### src/rtl/seg7_scan_driver.sv
// Multiplexed seven-segment scan driver with a shadow digit register.
// Also provides leading-zero suppression, per-digit blink and a dead-time slot at the start of each digit.
module seg7_scan_driver #(
   parameter int DIGITS      = 4,
   parameter int REFRESH_DIV = 50000,
   parameter int BLINK_SCANS = 64
) (
   input  logic                  clock,
   input  logic                  reset,
   input  logic [4*DIGITS-1:0]   bcd,
   input  logic                  load,
   input  logic                  lz_en,
   input  logic [DIGITS-1:0]     blink_mask,
   output logic [6:0]            seg,
   output logic [DIGITS-1:0]     an,
   output logic                  scan_done
);

   localparam int CW = (REFRESH_DIV > 1) ? $clog2(REFRESH_DIV) : 1;
   localparam int IW = (DIGITS > 1) ? $clog2(DIGITS) : 1;
   localparam int BW = (BLINK_SCANS > 1) ? $clog2(BLINK_SCANS) : 1;

   localparam logic [CW-1:0] CNT_LAST   = CW'(REFRESH_DIV - 1);
   localparam logic [IW-1:0] IDX_LAST   = IW'(DIGITS - 1);
   localparam logic [BW-1:0] BLINK_LAST = BW'(BLINK_SCANS - 1);
   localparam logic [6:0]    SEG_BLANK  = 7'b1111111;

   logic [CW-1:0]         r_cnt;
   logic [IW-1:0]         r_idx;
   logic [BW-1:0]         r_blink_cnt;
   logic                  r_phase;
   logic [4*DIGITS-1:0]   r_shadow;
   logic [6:0]            r_seg;
   logic [DIGITS-1:0]     r_an;
   logic                  r_scan_done;

   logic                  w_tick;
   logic                  w_wrap;
   logic [3:0]            w_digit;
   logic                  w_upper_zero;
   logic                  w_blank;
   logic [6:0]            w_seg;
   logic [DIGITS-1:0]     w_an;

   function automatic logic [6:0] seg_code(input logic [3:0] code);
      logic [6:0] s;
      case (code)
         4'd0:    s = 7'b1000000;
         4'd1:    s = 7'b1111001;
         4'd2:    s = 7'b0100100;
         4'd3:    s = 7'b0110000;
         4'd4:    s = 7'b0011001;
         4'd5:    s = 7'b0010010;
         4'd6:    s = 7'b0000010;
         4'd7:    s = 7'b1111000;
         4'd8:    s = 7'b0000000;
         4'd9:    s = 7'b0010000;
         4'd10:   s = 7'b1111111;
         4'd11:   s = 7'b1000110;
         4'd12:   s = 7'b0101011;
         default: s = 7'b0111111;
      endcase
      return s;
   endfunction

   // Next-output decode from the current scan position, shadow digits and display controls.
   always_comb begin
      w_tick       = (r_cnt == CNT_LAST);
      w_wrap       = w_tick && (r_idx == IDX_LAST);
      w_digit      = r_shadow[r_idx*4 +: 4];
      w_upper_zero = 1'b1;
      for (int i = 0; i < DIGITS; i++) begin
         if ((i >= int'(r_idx)) && (r_shadow[i*4 +: 4] != 4'd0)) begin
            w_upper_zero = 1'b0;
         end else begin
            w_upper_zero = w_upper_zero;
         end
      end
      // Digit 0 is never suppressed, so a value of zero still shows one '0'.
      w_blank = (!r_phase && blink_mask[r_idx]) ||
                (lz_en && (r_idx != IW'(0)) && w_upper_zero);
      if (w_blank) begin
         w_seg = SEG_BLANK;
      end else begin
         w_seg = seg_code(w_digit);
      end
      // First cycle of every slot is dead time so ghosting cannot bleed between digits.
      for (int i = 0; i < DIGITS; i++) begin
         w_an[i] = !((r_cnt != CW'(0)) && (int'(r_idx) == i));
      end
   end

   // Scan position, blink phase, shadow register and registered outputs.
   always_ff @(posedge clock) begin
      if (reset) begin
         r_cnt       <= CW'(0);
         r_idx       <= IW'(0);
         r_blink_cnt <= BW'(0);
         r_phase     <= 1'b1;
         r_shadow    <= {DIGITS{4'hA}};
         r_seg       <= SEG_BLANK;
         r_an        <= {DIGITS{1'b1}};
         r_scan_done <= 1'b0;
      end else begin
         r_cnt <= w_tick ? CW'(0) : r_cnt + CW'(1);
         if (w_tick) begin
            r_idx <= w_wrap ? IW'(0) : r_idx + IW'(1);
         end
         if (w_wrap) begin
            if (r_blink_cnt == BLINK_LAST) begin
               r_blink_cnt <= BW'(0);
               r_phase     <= ~r_phase;
            end else begin
               r_blink_cnt <= r_blink_cnt + BW'(1);
            end
         end
         if (load) begin
            r_shadow <= bcd;
         end
         r_seg       <= w_seg;
         r_an        <= w_an;
         r_scan_done <= w_wrap;
      end
   end

   assign seg       = r_seg;
   assign an        = r_an;
   assign scan_done = r_scan_done;

endmodule
### config.mk
export PLATFORM = sky130hd
export DESIGN_NAME = seg7_scan_driver
export DESIGN_NICKNAME = d
export VERILOG_FILES = /design/src/rtl/seg7_scan_driver.sv
export SDC_FILE = /design/constraint.sdc
export NUM_CORES = 1
export LEC_CHECK = 0
export BUFFER_PORTS_ARGS = -buffer_cell sky130_fd_sc_hd__buf_2
export CAP_MARGIN = 20
export CELL_PAD_IN_SITES_DETAIL_PLACEMENT = 1
export CELL_PAD_IN_SITES_GLOBAL_PLACEMENT = 2
export CORE_MARGIN = 2
export CORE_UTILIZATION = 38
export DETAILED_ROUTE_END_ITERATION = 12
export PLACE_DENSITY_LB_ADDON = 0.3
export SYNTH_ARGS = -nofsm -noshare
export SYNTH_HDL_FRONTEND = slang
export SYNTH_SLANG_ARGS = --single-unit
### constraint.sdc
create_clock -name clock -period 4.39 [get_ports clock]
set_input_delay 0.6585 -clock clock [delete_from_list [all_inputs] [get_ports clock]]
set_output_delay 0.6585 -clock clock [all_outputs]
set_load 0.01 [all_outputs]
Word level (Yosys, flattened, before mapping)
Memories as Yosys holds them, arrays and structs flattened. A register that Yosys moved wholly into a read port is not among the register bits.
Cells that the tools add are included.
{"block": "totals", "register_bits": 46, "inputBits": 24, "latchBits": 0, "ram_bits": 0, "n_memories": 1, "romBits": 112}
{"memory": "(name not given)", "depth": 16, "word_bits": 7, "read_ports": 1, "rd_clocked_by_memory_dff": 1, "write_ports": 0, "line_no": "47", "rtl": "case (code)"}
{"block": "op_classes", "div": 0, "muxes": 8, "mul": 0, "shift": 1, "n_reduce_logical": 27, "n_eq_ne": 6, "order_cmp": 4, "bitwise": 1, "add_sub_neg": 3}
{"op": "16-bit by 1-bit adder with 16-bit output (second input constant)", "n": 1}
{"op": "16-bit equality test (second input constant)", "n": 1}
{"op": "16-bit nonzero test", "n": 1}
{"op": "4-bit nonzero test", "n": 4}
{"op": "16-bit by 5-bit indexed part select with 4-bit output", "n": 1}
{"op": "1-bit logical AND", "n": 11}
{"op": "6-bit by 1-bit adder with 6-bit output (second input constant)", "n": 1}
{"op": "2-bit equality test (second input constant)", "n": 3}
{"op": "6-bit equality test (second input constant)", "n": 1}
{"op": "6-bit two-way mux", "n": 1}
{"op": "1-bit logical NOT", "n": 5}
{"op": "1-bit two-way mux", "n": 5}
{"op": "1-bit by 2-bit >= comparator with 1-bit output (first input constant)", "n": 2}
{"op": "2-bit OR reduction", "n": 2}
{"op": "2-bit by 3-bit < comparator with 1-bit output (second input constant)", "n": 1}
{"op": "2-bit by 1-bit adder with 2-bit output (second input constant)", "n": 1}
{"op": "1-bit binary-select mux with 2-bit select", "n": 1}
{"op": "2-bit by 1-bit equality test with 1-bit output (second input constant)", "n": 1}
{"op": "2-bit >= comparator (first input constant)", "n": 1}
{"op": "2-bit logical NOT", "n": 1}
{"op": "2-bit two-way mux", "n": 1}
{"op": "2-bit AND reduction", "n": 1}
{"op": "2-bit nonzero test", "n": 1}
{"op": "1-bit logical OR", "n": 1}
{"op": "1-bit inverter", "n": 1}

Logic depth before layout (Yosys ltp)
{"block": "logic_depth", "ltp_word": 9, "mapped_depth": 8}

Least setup slack after synthesis
Ideal clock, no wire load.
{"block": "synth_path", "path_kind": "flip-flop to flip-flop", "start": "reg r_idx[0]", "end": "reg r_seg[4], in the netlist seg[4]", "period_less_slack_ns": 1.902, "arrival_ns": 1.788, "stages_incl_launch_ff": 8, "slack_ns": 2.488, "setup_ns": 0.114, "t_required_ns": 4.276, "path_cell_list": "dfxtp_1 > buf_6 > mux4_2 > inv_1 > ha_1 > mux2i_1 > nand2_1 > a21o_1"}
{"block": "synth_between", "elab_chain_cells": 9, "word_cells_on_any_way": 19}
{"element": "start, declared", "line_no": "29", "rtl": "logic [IW-1:0] r_idx;"}
{"element": "start signal, assigned", "line_no": "107", "rtl": "r_idx <= w_wrap ? IW'(0) : r_idx + IW'(1);"}
{"element": "1-bit by 2-bit >= comparator with 1-bit output", "line_no": "73", "rtl": "if ((i >= int'(r_idx)) && (r_shadow[i*4 +: 4] != 4'd0)) begin"}
{"element": "1-bit logical AND", "line_no": "73"}
{"element": "1-bit two-way mux (4 in a row)", "line_no": "73"}
{"element": "1-bit logical AND", "line_no": "81", "rtl": "(lz_en && (r_idx != IW'(0)) && w_upper_zero);"}
{"element": "1-bit logical OR", "line_no": "80", "rtl": "w_blank = (!r_phase && blink_mask[r_idx]) ||"}
{"element": "2-bit OR reduction (no source line)"}
{"element": "end, declared", "line_no": "33", "rtl": "logic [6:0] r_seg;"}
Several ways; a longest one is shown, not always the timed one. The select of a mux whose other input is x is not followed.
A chain may end at the register's enable or synchronous reset.

Final worst setup path
Same ends and word-level chain as after synthesis.

==> summary.md <==
| Metric | Value |
|---|---|
| Initial antenna violation count | 0 |
| Max Slew Vio Count | 0 |
| Synth Area in Compound Gates | 12.04% |
| Grt total ovfl | 0 |
| Die height | 86.18 µm |
| Crit-path cells | mux4_2 -> inv_1 -> ha_1 -> mux2i_1 -> nand2_1 -> a21o_1 |
| Fin crit share | 49.13% |
| TritonCTS clock tree | done |
| Crit end category | flop |
| Worst hold slack | 0.4842 ns |
| Register area share after synthesis | 41.35% |
| Arrival time at the worst endpoint | 2.37 ns |
| GR Layer Usage met1 | 18.17% |
| TritonCTS Buffers | 5 |
| Row cnt | 29 |
| Buf/Inv on CP | 1 |
| Cell Pwr Density | 328.2 nW/µm² |
| Worst skew pair latency | 0.31 ns |
| Pin count of the biggest net entering global routing | 30 |
| Chip width | 86.18 µm |
| Initial core utilization | 39.96% |
| Final setup vio count | 0 |
| Slowest CP cell | mux4_2 |
| Tmin final | 2.157 ns |
| Placer congestion estimate | 0.7570 |
| Clock sink count | 53 |
| Filler instances | 768 |
| Clk pin slew, worst setup/hold paths | 0.10 ns |
| Post-Synth Adder-Cell Area | 6.338% |
| Slew Limit Headroom | 60.46% |
| Setup crit start | r_idx[0] |
| Fin. Hold Viols | 0 |
| Delay-heaviest family, CP | multiplexers |
| Leakage | 1.135 nW |
| MaxCap Viol Count | 0 |
| Mean Syn Cell Area | 9.332 µm² |
| Area grow syn2layout | 12.73% |
| Post-CTS Resized | 0 |
| Max Clock Freq | 463.6 MHz |
| DR vias | 2,029 |
| #FFs+latches synth | 53 |
| Vias in the first global route | 2,073 |
| Htree depth | 2 |
| DRC | 0 |
| Root Buffer Master | clkbuf_8 |
| Synth Area in XOR/XNOR | 4.437% |
| HP Start | r_blink_cnt[5] |
| Ant. Diodes | 0 |
| Measured slew at the worst slew-check pin | 0.5931 ns |
| Hold-fix buffers at CTS | 0 |
| Status | completed |
| Worst min-delay path category | reg2reg |
| Die area | 7426 µm² |
| 1st-iter DRT viols | 41 |
| Setup Skew | 0.007276 ns |
| First-pass GRT wire length | 9570 µm |
| Setup crit start kind | flop |
| GRT Overall Usage | 16.14% |
| Drt pass-1 iters | 4 |
| CP Data Required Time | 4.60 ns |
| RSZ-0062 raised after global routing | no |
| Worst vdd ir | 133.2 µV |
| Simple-Gate Fraction of Synth Area | 21.55% |
| Setup CP Type | reg2reg |
| Drt via density | 5.298 |
| Layer with the highest usage | met2 |
| Post-Syn Instances | 275 |
| Port Buffer Count | 35 |
| Crit path max fanout | 9 |
| Setup_tns | 0 ns |
| Worst R2R Start | r_idx[0] |
| Nets | 342 |
| Critical path's largest stage delay | 0.65 ns |
| Core area | 6422 µm² |
| Ports | 36 |
| Post-route ant nets | 0 |
| Ys Warns | 0 |
| Met2 GRT Util | 30.58% |
| Post-DP HPWL | 4212 µm |
| Routed WL | 5640 µm |
| Mux share of post-synthesis cell area | 8.679% |
| Syn Nets | 312 |
| Setup Buffers After CTS | 0 |
| DR WL/cell | 14.73 µm |
| Layout cells sized above 1 | 17.97% |
| Met3 Track Usage GR | 3.238% |
| Post-Syn Area | 2566 µm² |
| Largest family of logic cells by synthesized area | simple AND/OR/NAND/NOR gates |
| CTS max path bufs | 2 |
| Netlist cell types | 44 |
-- registers in the layout, indices dropped and copies added (netlist names) --
signal	flops
an	4
r_blink_cnt	6
r_cnt	16
r_idx	2
r_phase	1
r_shadow	16
scan_done	1
seg	7
-- cell usage after synthesis, drive strengths merged --
| master | number | area share (%) |
|---|---|---|
| nand3 | 7 | 1.4 |
| a22oi | 1 | 0.29 |
| mux2i | 11 | 4.3 |
| nor3 | 5 | 1.2 |
| inv | 21 | 3.1 |
| nor4b | 1 | 0.34 |
| a21o | 3 | 0.88 |
| nand3b | 1 | 0.29 |
| xor2 | 5 | 1.7 |
| mux4 | 5 | 4.4 |
| and2 | 2 | 0.54 |
| o211ai | 1 | 0.29 |
| xnor2 | 8 | 2.7 |
| nor4 | 9 | 2.8 |
| nor2b | 11 | 2.7 |
| or2b | 1 | 0.29 |
| a31o | 2 | 0.68 |
| clkbuf | 5 | 0.73 |
| o21ai | 6 | 1.2 |
| o31a | 1 | 0.34 |
| and3 | 2 | 0.49 |
| nand4 | 6 | 1.7 |
| or3 | 1 | 0.24 |
| a21oi | 15 | 2.9 |
| o2111ai | 1 | 0.34 |
| nor2 | 29 | 4.2 |
| or3b | 1 | 0.34 |
| ha | 13 | 6.3 |
| nand2 | 17 | 2.5 |
| or4 | 4 | 1.2 |
| a31oi | 1 | 0.24 |
| dfxtp | 53 | 41 |
| o31ai | 5 | 1.5 |
| and4 | 4 | 1.4 |
| buf | 7 | 1.8 |
| a211o | 10 | 3.4 |
-- placed cells by master, fill, tap and decap left out, types with 6 or more instances in the layout --
| cell type | n |
|---|---|
| xnor2_1 | 8 |
| mux2i_1 | 11 |
| nor4_1 | 8 |
| nor2b_1 | 11 |
| ha_1 | 13 |
| nand2_1 | 17 |
| a21oi_1 | 15 |
| buf_2 | 35 |
| clkbuf_8 | 6 |
| nand3_1 | 7 |
| nor2_1 | 29 |
| dfxtp_1 | 53 |
| a211o_1 | 10 |
| inv_1 | 21 |
-- tightest hold or removal path: cells and delay by family, from the launching register on --
kind	cells	cell delay [ns]
compound gates	2	0.11
flops	1	0.33
-- final cells by class --
class / count / area [µm²] / share of cell area (%)
well taps: 77 / 96.34 / 3.330
clock buffers: 6 / 82.58 / 2.855
flip-flops and latches: 53 / 1061 / 36.68
clock inverters: 2 / 37.54 / 1.298
repair buffers: 35 / 175.2 / 6.055
multi-input cells: 189 / 1361 / 47.06
inverters: 21 / 78.83 / 2.725
-- worst paths after layout --
| kind | end | slack [ns] | cells past startpoint |
|---|---|---|---|
| max | seg[4] | 2.23 | 6 |
| min | r_blink_cnt[5] | 0.48 | 2 |
| max reg2reg | seg[4] | 2.23 | 6 |
| min reg2reg | r_blink_cnt[5] | 0.48 | 2 |
-- per-layer routing --
layer / up-vias / part of all wire, %
met5: - / 0
met4: 0 / 1.1
met3: 5 / 3.0
met2: 24 / 52
met1: 975 / 44
li1: 1025 / -
-- logic make-up after synthesis --
group                      after synthesis
xor gates and xnor gates                13
AOI/OAI and AO/OA                       46
adders and majority gates               13
muxes                                   16
buffers and inverters                   33
and+or+nand+nor                        101
DFF                                     53
-- per-stage QoR --
stage                     util, %  power (mW)  instances  cell area [µm²]  worst slack, ns
after floorplan                 -      0.5791        275             2566            2.488
after global placement      43.17      0.6098        375             2773            2.279
after detailed placement    43.17      0.6116        375             2773            2.235
after CTS                   45.04      0.9655        383             2893            2.209
after global routing        45.04      0.9952        383             2893            2.075
final                       45.04      0.9495        383             2893            2.233
-- report_power, final --
part,internal [mW],leakage [nW],switching (mW)
combinational,0.0412,0.643,0.0462
clock,0.186,0.0574,0.165
sequential,0.499,0.434,0.0124
Power figures use the tool's default switching activity.
